[src/rtl/regfile_operand_fwd_if.sv]
// Operand-fetch bus between decode/execute and the register file.
// The master modport drives decode selects, the execute result and the write-back.
interface regfile_operand_fwd_if #(
  parameter int unsigned XLEN = 32,
  parameter int unsigned AW   = 5
);
  logic            in_valid;
  logic            flush;
  logic [AW-1:0]   rs1_sel;
  logic [AW-1:0]   rs2_sel;
  logic            ex_en;
  logic [AW-1:0]   ex_rd;
  logic [XLEN-1:0] ex_data;
  logic            wb_en;
  logic [AW-1:0]   wb_rd;
  logic [XLEN-1:0] wb_data;
  logic            op_valid;
  logic [XLEN-1:0] rs1_val;
  logic [XLEN-1:0] rs2_val;
  logic [AW-1:0]   dbg_sel;
  logic [XLEN-1:0] dbg_val;

  modport master (
    output in_valid, flush, rs1_sel, rs2_sel, ex_en, ex_rd, ex_data,
    output wb_en, wb_rd, wb_data, dbg_sel,
    input  op_valid, rs1_val, rs2_val, dbg_val
  );

  modport slave (
    input  in_valid, flush, rs1_sel, rs2_sel, ex_en, ex_rd, ex_data,
    input  wb_en, wb_rd, wb_data, dbg_sel,
    output op_valid, rs1_val, rs2_val, dbg_val
  );
endinterface

[src/rtl/regfile_operand_fwd.sv]
// 32x32 integer register file with write-back commit and registered, forwarded
// rs1/rs2 operand capture for the execute stage.
module regfile_operand_fwd #(
  parameter int unsigned XLEN = 32,
  parameter int unsigned NREG = 32,
  parameter int unsigned AW   = 5
) (
  input logic                 clk,
  input logic                 rst,
  regfile_operand_fwd_if.slave bus
);

  logic [XLEN-1:0] regs_q [NREG];
  logic [XLEN-1:0] regs_d [NREG];

  logic            op_valid_q, op_valid_d;
  logic [XLEN-1:0] rs1_val_q, rs1_val_d;
  logic [XLEN-1:0] rs2_val_q, rs2_val_d;

  logic            ex_en, wb_en;
  logic [AW-1:0]   ex_rd, wb_rd;
  logic [XLEN-1:0] ex_data, wb_data;

  assign ex_en   = bus.ex_en;
  assign ex_rd   = bus.ex_rd;
  assign ex_data = bus.ex_data;
  assign wb_en   = bus.wb_en;
  assign wb_rd   = bus.wb_rd;
  assign wb_data = bus.wb_data;

  // Newest producer first: execute result, then same-edge write-back, then array.
  function automatic logic [XLEN-1:0] pick_operand(
    input logic [AW-1:0]   sel,
    input logic            f_ex_en,
    input logic [AW-1:0]   f_ex_rd,
    input logic [XLEN-1:0] f_ex_data,
    input logic            f_wb_en,
    input logic [AW-1:0]   f_wb_rd,
    input logic [XLEN-1:0] f_wb_data,
    input logic [XLEN-1:0] f_arr
  );
    if (sel == '0) begin
      return '0;
    end else if (f_ex_en && (f_ex_rd == sel)) begin
      return f_ex_data;
    end else if (f_wb_en && (f_wb_rd == sel)) begin
      return f_wb_data;
    end
    return f_arr;
  endfunction

  always_comb begin
    regs_d = regs_q;
    if (wb_en && (wb_rd != '0)) begin
      regs_d[wb_rd] = wb_data;
    end
    regs_d[0] = '0;
  end

  always_comb begin
    op_valid_d = bus.in_valid & ~bus.flush;
    rs1_val_d  = '0;
    rs2_val_d  = '0;
    if (!bus.flush) begin
      rs1_val_d = pick_operand(bus.rs1_sel, ex_en, ex_rd, ex_data, wb_en, wb_rd, wb_data,
                               regs_q[bus.rs1_sel]);
      rs2_val_d = pick_operand(bus.rs2_sel, ex_en, ex_rd, ex_data, wb_en, wb_rd, wb_data,
                               regs_q[bus.rs2_sel]);
    end
  end

  always_ff @(posedge clk) begin
    if (rst) begin
      for (int i = 0; i < int'(NREG); i++) begin
        regs_q[i] <= '0;
      end
      op_valid_q <= 1'b0;
      rs1_val_q  <= '0;
      rs2_val_q  <= '0;
    end else begin
      regs_q     <= regs_d;
      op_valid_q <= op_valid_d;
      rs1_val_q  <= rs1_val_d;
      rs2_val_q  <= rs2_val_d;
    end
  end

  assign bus.op_valid = op_valid_q;
  assign bus.rs1_val  = rs1_val_q;
  assign bus.rs2_val  = rs2_val_q;
  assign bus.dbg_val  = (bus.dbg_sel == '0) ? '0 : regs_q[bus.dbg_sel];

endmodule

[src/flat_wrapper.sv]
// flat-port wrapper written by rule: the top's interface ports become plain ports
module regfile_operand_fwd_flat 
#(
  parameter int unsigned XLEN = 32,
  parameter int unsigned NREG = 32,
  parameter int unsigned AW   = 5
)
  (clk, rst, bus_in_valid, bus_flush, bus_rs1_sel, bus_rs2_sel, bus_ex_en, bus_ex_rd, bus_ex_data, bus_wb_en, bus_wb_rd, bus_wb_data, bus_dbg_sel, bus_op_valid, bus_rs1_val, bus_rs2_val, bus_dbg_val);
  regfile_operand_fwd_if #(.XLEN(XLEN), .AW(AW)) bus_i ();
  input logic clk;
  input logic rst;
  input wire logic [$bits(bus_i.in_valid)-1:0] bus_in_valid;
  input wire logic [$bits(bus_i.flush)-1:0] bus_flush;
  input wire logic [$bits(bus_i.rs1_sel)-1:0] bus_rs1_sel;
  input wire logic [$bits(bus_i.rs2_sel)-1:0] bus_rs2_sel;
  input wire logic [$bits(bus_i.ex_en)-1:0] bus_ex_en;
  input wire logic [$bits(bus_i.ex_rd)-1:0] bus_ex_rd;
  input wire logic [$bits(bus_i.ex_data)-1:0] bus_ex_data;
  input wire logic [$bits(bus_i.wb_en)-1:0] bus_wb_en;
  input wire logic [$bits(bus_i.wb_rd)-1:0] bus_wb_rd;
  input wire logic [$bits(bus_i.wb_data)-1:0] bus_wb_data;
  input wire logic [$bits(bus_i.dbg_sel)-1:0] bus_dbg_sel;
  output wire logic [$bits(bus_i.op_valid)-1:0] bus_op_valid;
  output wire logic [$bits(bus_i.rs1_val)-1:0] bus_rs1_val;
  output wire logic [$bits(bus_i.rs2_val)-1:0] bus_rs2_val;
  output wire logic [$bits(bus_i.dbg_val)-1:0] bus_dbg_val;
  assign bus_i.in_valid = bus_in_valid;
  assign bus_i.flush = bus_flush;
  assign bus_i.rs1_sel = bus_rs1_sel;
  assign bus_i.rs2_sel = bus_rs2_sel;
  assign bus_i.ex_en = bus_ex_en;
  assign bus_i.ex_rd = bus_ex_rd;
  assign bus_i.ex_data = bus_ex_data;
  assign bus_i.wb_en = bus_wb_en;
  assign bus_i.wb_rd = bus_wb_rd;
  assign bus_i.wb_data = bus_wb_data;
  assign bus_i.dbg_sel = bus_dbg_sel;
  assign bus_op_valid = bus_i.op_valid;
  assign bus_rs1_val = bus_i.rs1_val;
  assign bus_rs2_val = bus_i.rs2_val;
  assign bus_dbg_val = bus_i.dbg_val;
  regfile_operand_fwd #(.XLEN(XLEN), .NREG(NREG), .AW(AW)) u_core (.clk(clk), .rst(rst), .bus(bus_i));
endmodule
[config.mk]
export PLATFORM = sky130hd
export DESIGN_NAME = regfile_operand_fwd_flat
export DESIGN_NICKNAME = d
export VERILOG_FILES = /design/src/rtl/regfile_operand_fwd_if.sv /design/src/rtl/regfile_operand_fwd.sv /design/src/flat_wrapper.sv
export SDC_FILE = /design/constraint.sdc
export NUM_CORES = 2
export LEC_CHECK = 0
export BUFFER_PORTS_ARGS = -buffer_cell sky130_fd_sc_hd__buf_4
export CAP_MARGIN = 0
export CORE_MARGIN = 2
export CORE_UTILIZATION = 40
export DETAILED_ROUTE_END_ITERATION = 12
export HOLD_SLACK_MARGIN = 0.15
export PLACE_DENSITY = 0.63
export SLEW_MARGIN = 20
export SYNTH_ARGS = -nofsm -noshare
export SYNTH_HDL_FRONTEND = slang
export SYNTH_SLANG_ARGS = --single-unit
export TNS_END_PERCENT = 5
[constraint.sdc]
create_clock -name clk -period 3.21 [get_ports clk]
set_input_delay 0.642 -clock clk [delete_from_list [all_inputs] [get_ports clk]]
set_output_delay 0.642 -clock clk [all_outputs]
set_load 0.03 [all_outputs]
==> impl_metrics.yaml <==
route:
  viasPerCell: 6.581
  first_pass_iters: 9
  routed-via-count: 60810
  drt_iter0_markers: 10130
  wire_length_per_cell_after_detailed_routing_um: 31.60
  drt-met1-wl_um: 106800
  routed.top_layer: "met5"
  post-route-drc-count: 0
  met3RoutedLength_um: 47520
  finalWirelength_um: 292000
  dr_wl_met2_um: 118100
  drt_antenna_net_count: 0
cts:
  cts_sinks: 1057
  clock_tree.root_cell: "clkbuf_16"
  cts_htree_levels: 3
  clkLatencyLatePin_ns: 0.79
  cts-buffers-inserted: 118
  tritoncts: "done"
  cts.reportedPaths.clkPinSlew_ns: 0.05
  number_of_buffers_between_clock_root_and_the_deepest_sink: 3
timing:
  setup_ws_ns: -0.1656
  setup_violations: 32
  final-hold-violation-count: 0
  tightest_slew_ns: 1.442
  post-route-period-util: 1.052
  fin_crit_ns: 3.376
  final.setup_skew_ns: 0.03013
  maxSlewViolCount: 0
  max_freq_mhz: 296.2
  grt_setup_unrepaired: "yes"
  worst_slew_margin_rel: 0.03644
critical_path:
  path_delay_family: "multiplexers"
  cp-start-kind: "primary input"
  crit_path_max_incr_delay_ns: 0.58
  timing.critical_path.cells: "buf_16 > buf_8 > buf_12 > mux4_2 > mux4_2 > nand2_1 > o31ai_1 > buf_4"
  worst-path-max-fanout: 16
  timing.reg2reg.worst_path_depth: 6
  r2r_start: "u_core.regs_q[480]"
  path_common_cell: "mux4_2"
  r2r-end: "u_core.bus.rs1_val[0]"
  slowest_stage: "mux4_2"
  crit_path_end_kind: "primary output"
  required_worst_endpoint_ns: 2.57
  crit_type: "primary input to primary output"
  rrSetupSlack_ns: 0.61
  crit_buf_inv: 4
  worst_ep_arrival_time_ns: 2.73
global_routing:
  number_of_global_route_vias_before_repair: 56320
  globalRouteOverflowTotal: 0
  groute.usage.overall: 0.3593
  grt_antenna_before_repair: 20
  first_pass_grt_wire_length_um: 411600
  pin_count_of_the_biggest_net_entering_global_routing: 202
finish:
  layout.cells.most_common_list: "nand2_1 (2168), a21oi_1 (1073), dfxtp_1 (997)"
  drive_gt1_frac: 0.2485
  layout.cell_area.non_filler_um2: 72350
  finish.net_count: 7183
  finish.cell_count_without_fillers: 9240
  layout.cells.most_common: "nand2_1"
  layout-area-overhead-vs-synth_pct: 17.23
floorplan:
  core_area_um2: 153700
  fp.dieW_um: 396.8
  placement_rows: 144
  ioPinCount: 192
  die_h_um: 396.8
  initial_standard_cell_utilization_of_the_core: 0.4015
  dieArea_um2: 157400
hold_path:
  hold_path_startpoint: "bus_ex_data[4]"
  whs_endpoint: "u_core.bus.rs2_val[4]"
  worstHoldPathCells: 3
  timing.hold.worst.class: "primary input to flop"
synthesis:
  synth_top_cell_area_share: 0.3429
  async_flop_share: 0
  ys_types: 63
  synth_nets: 7123
  ys.flop_type: "dfxtp_1"
  syn_area_um2: 61710
  synth_edf_count: 0
  syn-mean-instance-area_um2: 8.781
  synth-seq-area-share: 0.3429
  synthTopCellsByArea: "dfxtp_1 (34%), mux4_2 (20%), nand2_1 (14%)"
  yosys_warnings: 0
  post_synthesis_cells: 7028
  synth_area_leader_cell: "dfxtp_1"
  register_bit_count_reported_by_yosys: 1057
run_status:
  failed_checks: "negative setup slack"
  outcome: "complete, but fails checks"
pwr:
  leakagePower_nw: 24.70
  worst_ir_drop_vdd_v: 0.0004277
  powerDensity_nw_per_um2: 436.8
placement:
  finalWeightedCongestion: 0.9914
  place.port_buffers: 191
  placed_cell_area_um2: 67870
  placedCellCount: 9003
  dpl.hpwl_um: 191300
job:
  drv_cap: 0
-- worst max-delay path by stage --
stage	from	endpoint	cells past startpoint
6_report	bus_dbg_sel[0]	bus_dbg_val[29]	8
3_5_place_dp	bus_dbg_sel[0]	bus_dbg_val[8]	7
2_1_floorplan	bus_dbg_sel[0]	bus_dbg_val[22]	7
3_3_place_gp	bus_dbg_sel[0]	bus_dbg_val[8]	7
5_1_grt	bus_dbg_sel[0]	bus_dbg_val[19]	8
4_1_cts	u_core.regs_q[169]	bus_dbg_val[9]	6
-- synthesized netlist by cell type, types with 36 or more instances --
cell / count
a31oi_1: 48
nand3_1: 38
a22oi_1: 132
clkbuf_1: 496
o221ai_1: 42
a21oi_1: 1073
buf_2: 133
mux2_2: 112
buf_1: 36
a221oi_1: 52
mux2i_1: 421
mux4_2: 546
o21ai_0: 112
nand2_1: 2224
dfxtp_1: 1057
nor2_1: 104
o31ai_1: 39
buf_4: 58
-- what timing repair did --
item	CTS	global route
setup buffers	6	0
endpoints found under the setup margin	32	32
pin swaps	20	1
gates resized for setup	120	22
hold endpoints to repair	2	0
cloned	1	1
hold buffers	2	0
-- kinds of logic after synthesis --
logic type	share of synthesized area
multiplexers	0.2880
AO/OA/AOI/OAI	0.1522
flip-flops	0.3429
XOR/XNOR	0.002960
buffers and inverters	0.05689
AND/OR/NAND/NOR	0.1571
-- worst reg2reg max path: stages, from the launching register on --
cell and delay, ns:
dfxtp_1 0.41, mux2i_1 0.11, a22o_1 0.25, a2111oi_1 1.18, a311oi_1 0.16, buf_4 0.24, a31oi_1 0.18
-- report_power, final --
part / switching, mW / internal [mW] / leakage, nW
combinational: 2.69 / 1.41 / 14.2
sequential: 0.119 / 13.2 / 8.56
clock: 6.10 / 8.04 / 1.95
total: 8.91 / 22.7 / 24.7
-- per-layer routing --
layer | vias to the layer above | global-route usage
li1 | 25200 | -
met1 | 29410 | 0.4660
met2 | 5027 | 0.5021
met3 | 1151 | 0.1493
met4 | 26 | 0.1982
met5 | - | 0.002771
-- layout make-up --
class                   instances  area (um2)
multi-input cells            5203       37650
flip-flops and latches       1057       21240
diodes                         10       25.02
well taps                    2044        2557
repair buffers                702        6909
clock inverters                55       608.1
clock buffers                 163        3332
inverters                       6       23.77
fillers                     14390       81340
-- per-stage QoR --
| stage | hold slack [ns] | util | power (mW) | TNS, ns | setup slack (ns) |
|---|---|---|---|---|---|
| after global placement | 0.4629 | 0.4416 | 17.50 | -5.775 | -0.2922 |
| after CTS | 0.1576 | 0.4701 | 31.46 | -2.260 | -0.1502 |
| after detailed placement | 0.4706 | 0.4416 | 17.52 | -6.018 | -0.2931 |
| after global routing | 0.2307 | 0.4707 | 32.21 | -3.959 | -0.1775 |
| final | 0.1703 | 0.4707 | 31.60 | -3.476 | -0.1656 |
| after floorplan | 0.4513 | - | 15.80 | -1.555 | -0.05414 |
-- registers in the layout, summed over array words and instances, names as in the netlist --
signal               cells
u_core.regs_q          992
u_core.bus.rs1_val      32
u_core.bus.op_valid      1
u_core.bus.rs2_val      32
(Power assumes the default switching activity.)
